File: src/rtl/matrix_seq_driver.sv
// Sequencer for a matrix ALU: streams operands A and B in, holds the operation select,
// then reads the nine result elements back out as a ready/valid stream.
module matrix_seq_driver #(
   parameter int unsigned CALC_CYCLES    = 2,
   parameter int unsigned RD_LAT         = 1,
   // Reset value of frameCnt; non-zero only when exercising the wrap path
   parameter logic [15:0] FRAME_CNT_INIT = 16'd0
) (
   input  logic        clk,
   input  logic        reset,
   input  logic [5:0]  opCode,
   input  logic [31:0] inData,
   input  logic        inValid,
   output logic        inReady,
   output logic [4:0]  eleSel,
   output logic [31:0] eleIn,
   output logic        eleWe,
   output logic [5:0]  sel,
   input  logic [31:0] eleOut,
   output logic [31:0] outData,
   output logic        outValid,
   input  logic        outReady,
   output logic        busy,
   output logic [15:0] frameCnt
);

   typedef enum logic [2:0] {
      ST_IDLE,
      ST_LOAD,
      ST_EXEC,
      ST_RDADDR,
      ST_RDWAIT,
      ST_SEND
   } state_t;

   localparam logic [15:0] CALC_LAST = 16'(CALC_CYCLES - 1);
   localparam logic [15:0] RD_LAST   = 16'(RD_LAT - 1);
   localparam logic [4:0]  WORDS     = 5'd18;
   localparam logic [4:0]  C_FIRST   = 5'd18;
   localparam logic [4:0]  C_LAST    = 5'd26;

   state_t      state_q, state_d;
   logic [4:0]  wcnt_q, wcnt_d;
   logic [15:0] cyc_q, cyc_d;
   logic [5:0]  op_q, op_d;
   logic        in_ready_q, in_ready_d;
   logic [4:0]  ele_sel_q, ele_sel_d;
   logic [31:0] ele_in_q, ele_in_d;
   logic        ele_we_q, ele_we_d;
   logic [5:0]  sel_q, sel_d;
   logic [31:0] out_data_q, out_data_d;
   logic        out_valid_q, out_valid_d;
   logic        busy_q, busy_d;
   logic [15:0] frame_cnt_q, frame_cnt_d;
   logic        xfer;

   // in_ready_q is only ever set in IDLE/LOAD, so this is the only accept condition
   assign xfer = inValid && in_ready_q;

   always_ff @(posedge clk or posedge reset) begin
      if (reset) begin
         state_q     <= ST_IDLE;
         wcnt_q      <= 5'd0;
         cyc_q       <= 16'd0;
         op_q        <= 6'd0;
         in_ready_q  <= 1'b0;
         ele_sel_q   <= 5'd0;
         ele_in_q    <= 32'd0;
         ele_we_q    <= 1'b0;
         sel_q       <= 6'd0;
         out_data_q  <= 32'd0;
         out_valid_q <= 1'b0;
         busy_q      <= 1'b0;
         frame_cnt_q <= FRAME_CNT_INIT;
      end else begin
         state_q     <= state_d;
         wcnt_q      <= wcnt_d;
         cyc_q       <= cyc_d;
         op_q        <= op_d;
         in_ready_q  <= in_ready_d;
         ele_sel_q   <= ele_sel_d;
         ele_in_q    <= ele_in_d;
         ele_we_q    <= ele_we_d;
         sel_q       <= sel_d;
         out_data_q  <= out_data_d;
         out_valid_q <= out_valid_d;
         busy_q      <= busy_d;
         frame_cnt_q <= frame_cnt_d;
      end
   end

   always_comb begin
      state_d     = state_q;
      wcnt_d      = wcnt_q;
      cyc_d       = cyc_q;
      op_d        = op_q;
      in_ready_d  = in_ready_q;
      ele_sel_d   = ele_sel_q;
      ele_in_d    = ele_in_q;
      ele_we_d    = 1'b0;
      sel_d       = sel_q;
      out_data_d  = out_data_q;
      out_valid_d = out_valid_q;
      busy_d      = busy_q;
      frame_cnt_d = frame_cnt_q;

      unique case (state_q)
         ST_IDLE: begin
            in_ready_d = 1'b1;
            if (xfer) begin
               op_d      = opCode;
               busy_d    = 1'b1;
               ele_we_d  = 1'b1;
               ele_sel_d = 5'd0;
               ele_in_d  = inData;
               wcnt_d    = 5'd1;
               state_d   = ST_LOAD;
            end
         end
         ST_LOAD: begin
            // wcnt_q == 18 means the last write strobe is on the bus this cycle
            if (wcnt_q == WORDS) begin
               in_ready_d = 1'b0;
               sel_d      = op_q;
               cyc_d      = 16'd0;
               state_d    = ST_EXEC;
            end else if (xfer) begin
               ele_we_d  = 1'b1;
               ele_sel_d = wcnt_q;
               ele_in_d  = inData;
               wcnt_d    = wcnt_q + 5'd1;
               if (wcnt_q == WORDS - 5'd1) begin
                  in_ready_d = 1'b0;
               end
            end
         end
         ST_EXEC: begin
            if (cyc_q == CALC_LAST) begin
               sel_d     = 6'd0;
               ele_sel_d = C_FIRST;
               cyc_d     = 16'd0;
               state_d   = ST_RDADDR;
            end else begin
               cyc_d = cyc_q + 16'd1;
            end
         end
         ST_RDADDR: begin
            if (RD_LAST == 16'd0) begin
               out_data_d  = eleOut;
               out_valid_d = 1'b1;
               state_d     = ST_SEND;
            end else begin
               cyc_d   = 16'd1;
               state_d = ST_RDWAIT;
            end
         end
         ST_RDWAIT: begin
            if (cyc_q == RD_LAST) begin
               out_data_d  = eleOut;
               out_valid_d = 1'b1;
               state_d     = ST_SEND;
            end else begin
               cyc_d = cyc_q + 16'd1;
            end
         end
         ST_SEND: begin
            if (outReady) begin
               out_valid_d = 1'b0;
               if (ele_sel_q == C_LAST) begin
                  frame_cnt_d = frame_cnt_q + 16'd1;
                  busy_d      = 1'b0;
                  ele_sel_d   = 5'd0;
                  wcnt_d      = 5'd0;
                  in_ready_d  = 1'b1;
                  state_d     = ST_IDLE;
               end else begin
                  ele_sel_d = ele_sel_q + 5'd1;
                  cyc_d     = 16'd0;
                  state_d   = ST_RDADDR;
               end
            end
         end
         default: begin
            state_d = ST_IDLE;
         end
      endcase
   end

   assign inReady  = in_ready_q;
   assign eleSel   = ele_sel_q;
   assign eleIn    = ele_in_q;
   assign eleWe    = ele_we_q;
   assign sel      = sel_q;
   assign outData  = out_data_q;
   assign outValid = out_valid_q;
   assign busy     = busy_q;
   assign frameCnt = frame_cnt_q;

endmodule

File: config.mk
export PLATFORM = sky130hd
export DESIGN_NAME = matrix_seq_driver
export DESIGN_NICKNAME = d
export VERILOG_FILES = /design/src/rtl/matrix_seq_driver.sv
export SDC_FILE = /design/constraint.sdc
export NUM_CORES = 1
export LEC_CHECK = 0
export ABC_AREA = 1
export CORE_ASPECT_RATIO = 0.5
export CORE_UTILIZATION = 49
export CTS_CLUSTER_DIAMETER = 40
export DETAILED_ROUTE_END_ITERATION = 8
export PLACE_DENSITY = 0.91
export SLEW_MARGIN = 20
export SYNTH_ARGS = -nofsm -noshare
export SYNTH_HDL_FRONTEND = slang
export SYNTH_SLANG_ARGS = --single-unit
File: constraint.sdc
create_clock -name clk -period 5.4 [get_ports clk]
set_clock_uncertainty 0.15 [all_clocks]
set_input_delay 1.08 -clock clk [delete_from_list [all_inputs] [get_ports clk]]
set_output_delay 1.08 -clock clk [all_outputs]
set_load 0.05 [all_outputs]
# ---- Yosys cells after proc, flatten, opt, wreduce, memory -nomap -nowiden
# Cells that the tools add are included.
dict set report word_totals {
  in_bits 74
  ff_bits 125
}
dict set report classes {
  eq_ne 21
  reduce_logical 23
  mux 50
  addsub 4
}
# operator n
set ops {}
lappend ops {{case mux 32 bit (2 select lines)} 2}
lappend ops {{two-way mux 32 bit} 3}
lappend ops {{two-way mux 16 bit} 5}
lappend ops {{case mux 16 bit (4 select lines)} 1}
lappend ops {{two-way mux 5 bit} 11}
lappend ops {{adder 16 x 1 -> 16 bit (second input constant)} 2}
lappend ops {{!= test 2 bit (second input constant)} 10}
lappend ops {{case mux 5 bit (4 select lines)} 1}
lappend ops {{case mux 3 bit (6 select lines)} 1}
lappend ops {{== test 16 x 1 -> 1 bit (second input constant)} 1}
lappend ops {{logical NOT 16 bit} 1}
lappend ops {{== test 5 bit (second input constant)} 3}
lappend ops {{two-way mux 3 bit} 5}
lappend ops {{case mux 5 bit (3 select lines)} 1}
lappend ops {{AND reduction 5 bit} 3}
lappend ops {{two-way mux 1 bit} 12}
lappend ops {{two-way mux 6 bit} 2}
lappend ops {{case mux 6 bit (2 select lines)} 1}
lappend ops {{AND reduction 6 bit} 2}
lappend ops {{adder 5 x 1 -> 5 bit (second input constant)} 2}
lappend ops {{AND reduction 3 bit} 3}
lappend ops {{nonzero test 2 bit} 4}
lappend ops {{nonzero test 4 bit} 2}
lappend ops {{== test 3 x 2 -> 1 bit (second input constant)} 2}
lappend ops {{11 further kinds} 18}

# ---- Longest topological paths before layout
dict set report logic_depth {
  ltp_word 5
  ltp_mapped 12
  mapped_depth_nobuf 12
}

# ---- Least setup slack after synthesis
# No wires, ideal clock.
dict set report synth_path {
  path_type {input to register}
  start {input port inValid}
  end {register ele_sel_q[2] (netlist: eleSel[2])}
  arrival_ns 1.826
  setup_ns 0.120
  t_required_ns 5.130
  setup_slack_ns 3.304
  n_path_buf 0
  cell_stages 9
  path_cell_list {nand2_1 > inv_1 > nor2_1 > nor2_1 > nand2_2 > nor2_4 > nand2_2 > nand2_1 > nand2_1}
}
dict set report synth_between {
  elab_chain_cells 3
}
# element line_no
set synth_rtl {}
lappend synth_rtl {{from (decl)} 13} ;# input logic inValid,
lappend synth_rtl {{logical AND 1 bit *} 58} ;# assign xfer = inValid && in_ready_q;
lappend synth_rtl {{!= test 2 bit (no line)} --}
lappend synth_rtl {{AND reduction 6 bit (no line) *} --}
lappend synth_rtl {{to (signal assigned)} 81} ;# ele_sel_q <= ele_sel_d;
lappend synth_rtl {{to (decl)} 47} ;# logic [4:0] ele_sel_q, ele_sel_d;
# Mark *: on every way between the ends. The rest lies on a longest branch, timed or not.
# A chain may end at the register's enable or synchronous reset.

# ---- Worst setup path after layout
dict set report layout_path {
  start {register frame_cnt_q[5] (netlist: frameCnt[5])}
  end {output port frameCnt[5]}
}
# element line_no
set layout_rtl {}
lappend layout_rtl {{from (decl)} 54} ;# logic [15:0] frame_cnt_q, frame_cnt_d;
lappend layout_rtl {{from (signal assigned)} 88} ;# frame_cnt_q <= frame_cnt_d;
lappend layout_rtl {{to (decl)} 24} ;# output logic [15:0] frameCnt
# No word-level cell between the ends.

==> impl_metrics.ini <==
[die]
ios = 169
die_width_um = 163
rows = 28
die_h_um = 82.3
die_area_mm2 = 0.0134
core_mm2 = 0.0122
start_util = 0.518

[pwr]
powerDensity_mw_per_mm2 = 673
cellLeakagePower_nw = 4.23
peakVddDrop_uv = 456

[synthesis]
ys_warn_count = 0
syn_area_per_cell_um2 = 8.38
mappedNetlistNets = 836
syn_inst = 753
ys.flop_type = dfrtp_1
ys_ff_latch = 125
synth_top_cell_by_area = dfrtp_1
synth_top_area_share = 0.495
synth_edf_count = 0
synth_most_common_cell = nand2_1
synthTopCellsByCount = 273 x nand2_1, 125 x dfrtp_1, 74 x inv_1
yosys.cell_types.count = 34
synth_area_leaders = dfrtp_1 50%, nand2_1 16%, inv_1 4.4%
ys_seq_area_frac = 0.495
ys_async_sr_fraction = 1.00
netlist_area_mm2 = 0.00631

[clock_tree]
cts_setup_buffers = 0
insertion_delay_ps = 420
clkSinkCount = 125
clk_pin_slew_ps = 60
cts_root_buf = clkbuf_16
h-tree-depth = 4
cts_resized = 0
cts-buffers-inserted = 17
cts_tree = done
cts_buffer_depth = 2
hold_buffers = 0

[detailed_routing]
viasPerCell = 5.04
drt_wl_total_mm = 15.8
wl_per_cell_um = 14.3
drc = 0
drt-pass1-iter-count = 5
via_count = 5554
ant_nets = 0
first_iter_violations = 217

[finish]
diodes = 0
nNetsFinal = 1006
syn2layout_area_growth_pct = 37.3
drive_gt1_frac = 0.135

[min_path]
hold_path_class = reg2reg

[outcome]
outcome = completed

[sta]
setup_viol_count_final = 0
grt_setup_unrepaired = false
fin_tns_setup_ps = 0
worst_slew_pin_slew_ps = 750
clock.fmax_mhz = 340
final_max_slew_viol_count = 0
fin_crit_ps = 2940
whs_ps = 329
period_share = 0.544
final-hold-violation-count = 0
slew_headroom = 0.500

[setup_path]
path_cells = clkdlybuf4s50_1
cp_top_family = buffers and inverters
crit_fanout = 5
slowest_stage = clkdlybuf4s50_1
end_kind = output port
cp-start-kind = flop
worstPathRequired_ps = 4170
worstPathArrival_ps = 1710
crit_type = reg2out
critPathMaxStageDelay_ps = 840
cp.buffers_inverters = 1

[placed_design]
port_buffers = 168
gp_congestion = 0.872
dp_hpwl_mm = 10.9

[global_routing]
antenna_found_initial = 0
track_usage = 0.249
busiest_layer = met2
met1_usage = 0.303
grt_pass1_vias = 5504
grt_max_degree = 84
met3_usage = 0.0564
grt_pass1_wl_mm = 26.0
grt_overflow_total = 0
use_met2 = 0.426

[job]
maxCapViolations = 0
placed cells by master (no fill, tap or decap), types with 9 or more instances in the layout:
cell type / n
o21ai_1: 9
o211ai_1: 9
xor2_1: 18
inv_1: 73
clkdlybuf4s50_1: 168
nor2_1: 55
nand3_1: 30
dfrtp_1: 125
clkbuf_16: 17
o21ai_2: 28
o21ai_0: 17
nand2_2: 28
ha_1: 9
nand2_1: 272
state kept, by name, indices dropped and copies added (netlist names), 3 cells and up:
name,cells
eleSel,5
op_q,6
wcnt_q,5
state_q,3
frameCnt,16
cyc_q,16
eleIn,32
outData,32
sel,6
per-layer routing:
metal  part of all wire  routed length (µm)
met1               0.42                6640
met2               0.50                7820
met3              0.055                 865
met4              0.028                 449
met5                  0                   0
cells by family after synthesis:
kind of cell / share of synthesized area
adder cells (fa/ha/maj): 0.0178
flip-flops: 0.495
multiplexers: 0.0107
XOR/XNOR: 0.0305
buffers and inverters: 0.0725
AO/OA/AOI/OAI: 0.0799
AND/OR/NAND/NOR: 0.293
where the power goes:
part	internal [W]	leakage (nW)	switching (W)
sequential	0.00132	1.59	0.000338
combinational	0.000976	2.36	0.00206
clock	0.000688	0.281	0.000452
total	0.00298	4.23	0.00285
area by class of cell:
| cell class | count | area, µm² |
|---|---|---|
| timing repair buffer | 171 | 1700 |
| clock buffer | 18 | 429 |
| sequential | 125 | 3130 |
| fill | 824 | 3520 |
| tap | 165 | 206 |
| multi-input combinational | 527 | 2730 |
| clock inverter | 14 | 163 |
| inverter | 81 | 309 |
through the flow:
stage / utilization / instance area [µm²] / cells / power, W / setup slack (ps)
finish: 0.711 / 8670 / 1101 / 0.00583 / 2460
global route: 0.711 / 8670 / 1101 / 0.00617 / 2410
floorplan: - / 6310 / 753 / 0.00386 / 842
global placement: 0.662 / 8070 / 1069 / 0.00458 / 1880
detailed placement: 0.662 / 8070 / 1069 / 0.00467 / 1810
CTS: 0.711 / 8660 / 1101 / 0.00585 / 2260
final timing paths:
check / from / to / slack (ps) / cells after the start
min in group asynchronous: reset / eleIn[5] / 1030 / 2
min: eleIn[13] / eleIn[13] / 330 / 2
max reg2reg: state_q[2] / outData[1] / 2690 / 9
min reg2reg: eleIn[13] / eleIn[13] / 330 / 2
max: frameCnt[5] / frameCnt[5] / 2460 / 1
max in group asynchronous: reset / cyc_q[9] / 3260 / 3
No activity file was read; power rests on OpenSTA's default activity.
